<file path="src/rtl/acondicionador_entradas.sv">
// acondicionador_entradas: input conditioning stage in front of the elevator controller.
// Each of the 14 raw inputs is synchronised with two flops and debounced.
// Debouncing waits for DEBOUNCE_CYCLES consecutive disagreeing samples.
// Rising edges of the debounced level produce one-cycle pulses.
// Channel packing (bit index into the internal 14-bit vectors):
//   [9:0]   botones_raw
//   [11:10] boton_puertas_raw
//   [12]    sensor_piso_raw    (its pulse drives cambio_piso)
//   [13]    sensor_puertas_raw
// Optional feature macro: STUCK_DETECT_EN. When defined, each button channel
// has a saturating hold counter. A button held until that counter saturates
// is flagged on atascado and masked off botones and pulso_botones.
module acondicionador_entradas #(
  parameter int DEBOUNCE_CYCLES = 16,
  parameter int CNT_W           = 5,
  parameter int STUCK_W         = 20
) (
  input  logic       clk,
  input  logic       rst_n,
  input  logic [9:0] botones_raw,
  input  logic [1:0] boton_puertas_raw,
  input  logic       sensor_piso_raw,
  input  logic       sensor_puertas_raw,
  output logic [9:0] botones,
  output logic [9:0] pulso_botones,
  output logic [1:0] boton_puertas,
  output logic       cambio_piso,
  output logic       sensor_puertas,
  output logic [9:0] atascado
);

  localparam int NCH = 14;
  localparam logic [CNT_W-1:0] CNT_LAST = CNT_W'(DEBOUNCE_CYCLES - 1);

  logic [NCH-1:0] raw_all;
  logic [NCH-1:0] sync1_q, sync2_q;
  logic [NCH-1:0] stable_q, stable_d;
  logic [NCH-1:0] prev_q;
  logic [NCH-1:0] edge_w;
  logic [CNT_W-1:0] cnt_q [NCH];
  logic [CNT_W-1:0] cnt_d [NCH];
  logic [9:0] stuck_w;

  assign raw_all = {sensor_puertas_raw, sensor_piso_raw, boton_puertas_raw, botones_raw};

  // Two-flop synchroniser for every raw input.
  always_ff @(posedge clk or negedge rst_n) begin
    if (!rst_n) begin
      sync1_q <= '0;
      sync2_q <= '0;
    end else begin
      sync1_q <= raw_all;
      sync2_q <= sync1_q;
    end
  end

  // Debounce: count consecutive disagreeing samples; flip stable after DEBOUNCE_CYCLES of them.
  always_comb begin
    stable_d = stable_q;
    for (int i = 0; i < NCH; i++) begin
      cnt_d[i] = cnt_q[i];
      if (sync2_q[i] == stable_q[i]) begin
        cnt_d[i] = '0;
      end else if (cnt_q[i] == CNT_LAST) begin
        stable_d[i] = sync2_q[i];
        cnt_d[i]    = '0;
      end else begin
        cnt_d[i] = cnt_q[i] + CNT_W'(1);
      end
    end
  end

  // Debounce state and the delayed copy of stable used for edge detection.
  always_ff @(posedge clk or negedge rst_n) begin
    if (!rst_n) begin
      stable_q <= '0;
      prev_q   <= '0;
      for (int i = 0; i < NCH; i++) cnt_q[i] <= '0;
    end else begin
      stable_q <= stable_d;
      prev_q   <= stable_q;
      for (int i = 0; i < NCH; i++) cnt_q[i] <= cnt_d[i];
    end
  end

  // Rising edge of the debounced level: high during the first cycle stable reads 1.
  assign edge_w = stable_q & ~prev_q;

`ifdef STUCK_DETECT_EN
  logic [STUCK_W-1:0] hold_q [10];
  logic [STUCK_W-1:0] hold_d [10];

  // Hold counter: count up while the button is stable-high, saturate, clear on release.
  always_comb begin
    for (int i = 0; i < 10; i++) begin
      hold_d[i] = hold_q[i];
      if (!stable_q[i]) begin
        hold_d[i] = '0;
      end else if (hold_q[i] != '1) begin
        hold_d[i] = hold_q[i] + STUCK_W'(1);
      end
    end
  end

  // Hold counter registers.
  always_ff @(posedge clk or negedge rst_n) begin
    if (!rst_n) begin
      for (int i = 0; i < 10; i++) hold_q[i] <= '0;
    end else begin
      for (int i = 0; i < 10; i++) hold_q[i] <= hold_d[i];
    end
  end

  // Stuck flag drops as soon as stable falls, without waiting for the counter to clear.
  always_comb begin
    for (int i = 0; i < 10; i++) begin
      stuck_w[i] = stable_q[i] & (hold_q[i] == '1);
    end
  end
`else
  logic unused_stuck_w;
  assign unused_stuck_w = (STUCK_W > 0);
  assign stuck_w        = '0;
`endif

  // Door-button and obstruction edges are not needed downstream.
  logic unused_edges;
  assign unused_edges = ^{edge_w[13], edge_w[11:10]};

  assign botones        = stable_q[9:0] & ~stuck_w;
  assign pulso_botones  = edge_w[9:0] & ~stuck_w;
  assign atascado       = stuck_w;
  assign boton_puertas  = stable_q[11:10];
  assign cambio_piso    = edge_w[12];
  assign sensor_puertas = stable_q[13];

endmodule

</file>
<file path="config.mk">
export PLATFORM = sky130hd
export DESIGN_NAME = acondicionador_entradas
export DESIGN_NICKNAME = d
export VERILOG_FILES = /design/src/rtl/acondicionador_entradas.sv
export SDC_FILE = /design/constraint.sdc
export NUM_CORES = 1
export LEC_CHECK = 0
export CORE_UTILIZATION = 50
export CTS_CLUSTER_DIAMETER = 100
export DETAILED_ROUTE_END_ITERATION = 8
export PLACE_DENSITY = 0.71
export SLEW_MARGIN = 15
export SYNTH_ARGS = -nofsm -noshare
export SYNTH_HDL_FRONTEND = slang
export SYNTH_SLANG_ARGS = --single-unit
export TNS_END_PERCENT = 10
</file>
<file path="constraint.sdc">
create_clock -name clk -period 1.9 [get_ports clk]
set_input_delay 0.57 -clock clk [delete_from_list [all_inputs] [get_ports clk]]
set_output_delay 0.57 -clock clk [all_outputs]
set_load 0.1 [all_outputs]
</file>
==> impl_metrics.py <==
metrics = {
    "status": {
        "status": "completed",
    },
    "clock_network": {
        "clock_sink_count": 123,
        "cts_buffer_depth": 2,
        "clk_root_buffer_cell": "clkbuf_8",
        "htree_num_levels": 4,
        "cts.reportedPaths.clkPinSlew_ns": 0.06,
        "cts_tree": "done",
        "cts_buffers": 17,
        "insertion_delay_ns": 0.51,
    },
    "setup_path": {
        "critPathCaptureType": "output pin",
        "critical_path.cell_chain": "nor2b_4 > buf_12",
        "critical_path.top_delay_family": "flip-flops",
        "peak_per_stage_delay_on_the_critical_path_ns": 0.42,
        "critical_path_buffer_and_inverter_count": 1,
        "criticalPathCategory": "reg2out",
        "crit_slowest_cell": "dfrtp_2",
        "crit_path_max_fanout": 5,
        "critPathLaunchType": "flip-flop",
        "worst_ep_arrival_time_ns": 1.30,
        "worstPathRequired_ns": 1.33,
    },
    "final_layout": {
        "multi_input_area_sq_um": 1500,
        "nNetsFinal": 443,
        "regArea_sq_um": 3090,
        "mostFrequentLayoutCells": "dfrtp_1 (113), nor2_1 (53), xor2_1 (42)",
        "fillers": 636,
        "final_common_cell": "dfrtp_1",
        "post_route_cell_area_sq_um": 6030,
        "antenna_cells_inserted": 0,
        "area_overhead_of_the_layout_relative_to_synthesis_pct": 29.2,
        "drive_above_1_share_pct": 19.2,
    },
    "sta": {
        "highest_clock_frequency_the_design_can_meet_mhz": 535,
        "rsz0062_at_grt": "true",
        "timing.final.crit_period_ns": 1.87,
        "finalHoldViolCount": 0,
        "period_share_pct": 98.4,
        "setup_viol": 0,
        "holdWs_ns": 0.352,
        "finalWorstSetupSlack_ns": 0.0295,
        "max_transition_viols_final": 0,
        "final.setup_skew_ns": 0.00700,
    },
    "global_routing": {
        "initial_antenna_violation_count": 0,
        "pin_count_of_the_biggest_net_entering_global_routing": 50,
        "grt_first_pass_wirelength_mm": 11.9,
        "grt_pass1_vias": 2750,
        "groute.usage.overall_pct": 16.2,
        "grt_overflow": 0,
    },
    "synth": {
        "netlist_area_sq_um": 4670,
        "syn_area_per_cell_sq_um": 12.8,
        "synth_cell_type_count": 14,
        "yosysTopAreaCell": "dfrtp_1",
        "number_of_synthesized_flops_with_an_enable_pin": 0,
        "yosys_register_bits": 123,
        "synth-async-reset-ratio_pct": 100,
        "synth_warnings": 0,
        "synth_top_cell_area_share_pct": 65.9,
        "syn-instance-count": 364,
        "seq_area_frac_synth_pct": 65.9,
        "netlist_top_cells_area": "dfrtp_1 (66%), xor2_1 (7.9%), nor2_1 (4.3%)",
        "synth_top_flop_cell": "dfrtp_1",
    },
    "place": {
        "gp_congestion": 0.719,
        "dpl_worst_slack_ns": 0.410,
        "postPlaceCellArea_sq_um": 5350,
        "post-dp-hpwl_mm": 4.47,
        "portBuffers": 39,
    },
    "power": {
        "ir_worst_vdd_mv": 0.791,
        "internal-power_mw": 4.80,
        "sequential_power_share_pct": 45.1,
        "p_sw_mw": 1.40,
        "power.total_mw": 6.19,
        "clock_power_share_pct": 49.5,
        "power.density_nw_per_um2": 1030,
        "static_leakage_nw": 3.06,
        "p_sw_share_pct": 22.5,
        "combinationalPowerShare_pct": 5.4,
    },
    "detailed_routing": {
        "total_via_count_after_detailed_routing": 2609,
        "routed_wl_mm": 6.75,
        "detailedRoute.firstIterationViolations": 75,
        "final_antenna_net_count": 0,
        "routed_vias_inst": 4.89,
        "dr.pass1.iters": 4,
        "post_route_drc": 0,
        "wl_per_cell_um": 12.6,
    },
    "die": {
        "initial_core_util_pct": 52.5,
        "floorplan.die_area_sq_um": 9730,
        "die-width_um": 98.7,
        "die_height_um": 98.7,
        "num_io_pins": 50,
        "fp-row-count": 34,
        "fp.coreArea_sq_um": 8890,
    },
    "run": {
        "max-cap-violations": 0,
    },
    "min_path": {
        "min-delay-path-class": "reg2reg",
    },
}
## flip-flops by register name (all words and copies together) (netlist names)
| signal | count |
|---|---|
| cnt_q | 70 |
| prev_q | 11 |
| stable_q | 14 |
| sync1_q | 14 |
| sync2_q | 14 |
## worst paths after layout
kind / end / slack [ns] / start / depth (start not counted)
min in group asynchronous: prev_q[5]$_DFF_PN0_ / 0.51 / rst_n / 2
worst max register to register: stable_q[9]$_DFFE_PN0P_ / 0.60 / cnt_q[20]$_DFF_PN0_ / 4
max in group asynchronous: stable_q[4]$_DFFE_PN0P_ / 0.81 / rst_n / 3
worst min register to register: sync2_q[9]$_DFF_PN0_ / 0.35 / sync1_q[9]$_DFF_PN0_ / 0
worst min-delay path: sync2_q[9]$_DFF_PN0_ / 0.35 / sync1_q[9]$_DFF_PN0_ / 0
worst max-delay path: pulso_botones[7] / 0.03 / stable_q[7]$_DFFE_PN0P_ / 2
## kinds of logic after synthesis
group | share of synthesized area (%)
DFF | 65.9
and+or+nand+nor | 13.1
xor gates and xnor gates | 7.88
buffers and inverters | 4.42
adders and majority gates | 3.75
AOI/OAI and AO/OA | 1.50
muxes | 3.38
other | 0.0803
## routing by layer
| metal | part of all wire (%) | track usage, % | wire (um) |
|---|---|---|---|
| met3 | 4.1 | 6.88 | 277 |
| met5 | 0 | 0 | 0 |
| met1 | 44 | 18.5 | 2940 |
| met2 | 50 | 26.0 | 3360 |
| met4 | 2.5 | 8.96 | 170 |
## per-stage QoR
step           cells  utilization [%]  setup TNS (ns)
2_1_floorplan    373                -           -4.11
3_3_place_gp     500             60.1               0
3_5_place_dp     500             60.1               0
4_1_cts          533             67.8         -0.0133
5_1_grt          534             67.9          -0.201
6_report         534             67.9               0
## power by group through the flow
stage	Clock (mW)	Combinational [mW]	Sequential [mW]
floorplan	0	0.234	2.82
global placement	0	0.328	2.83
detailed placement	0	0.340	2.84
CTS	3.15	0.343	2.80
global route	3.26	0.380	2.81
finish	3.06	0.334	2.80
## repair_timing
| item | CTS | global route |
|---|---|---|
| setup buffers | 0 | 1 |
| endpoints found under the setup margin | 11 | 11 |
| cloned | 0 | 0 |
| pin swaps | 0 | 0 |
| resized for setup | 31 | 0 |
| hold buffers | 1 | 0 |
| hold endpoints to repair | 25 | 0 |
## cells in the mapped netlist, drive strengths merged (11+ instances only)
cell type	n
nor2b	11
dfrtp	123
mux2	14
buf	22
nor2	53
xor2	42
inv	11
and2	17
and3	14
nand3	28
o21ai	14
ha	14
## final cells by class
cell class	count	area share (%)
clock inverter	11	1.97
sequential	123	51.2
tap	108	2.24
multi-input combinational	217	24.9
timing repair buffer	43	11.4
clock buffer	21	7.61
inverter	11	0.684
(Power assumes the default switching activity.)
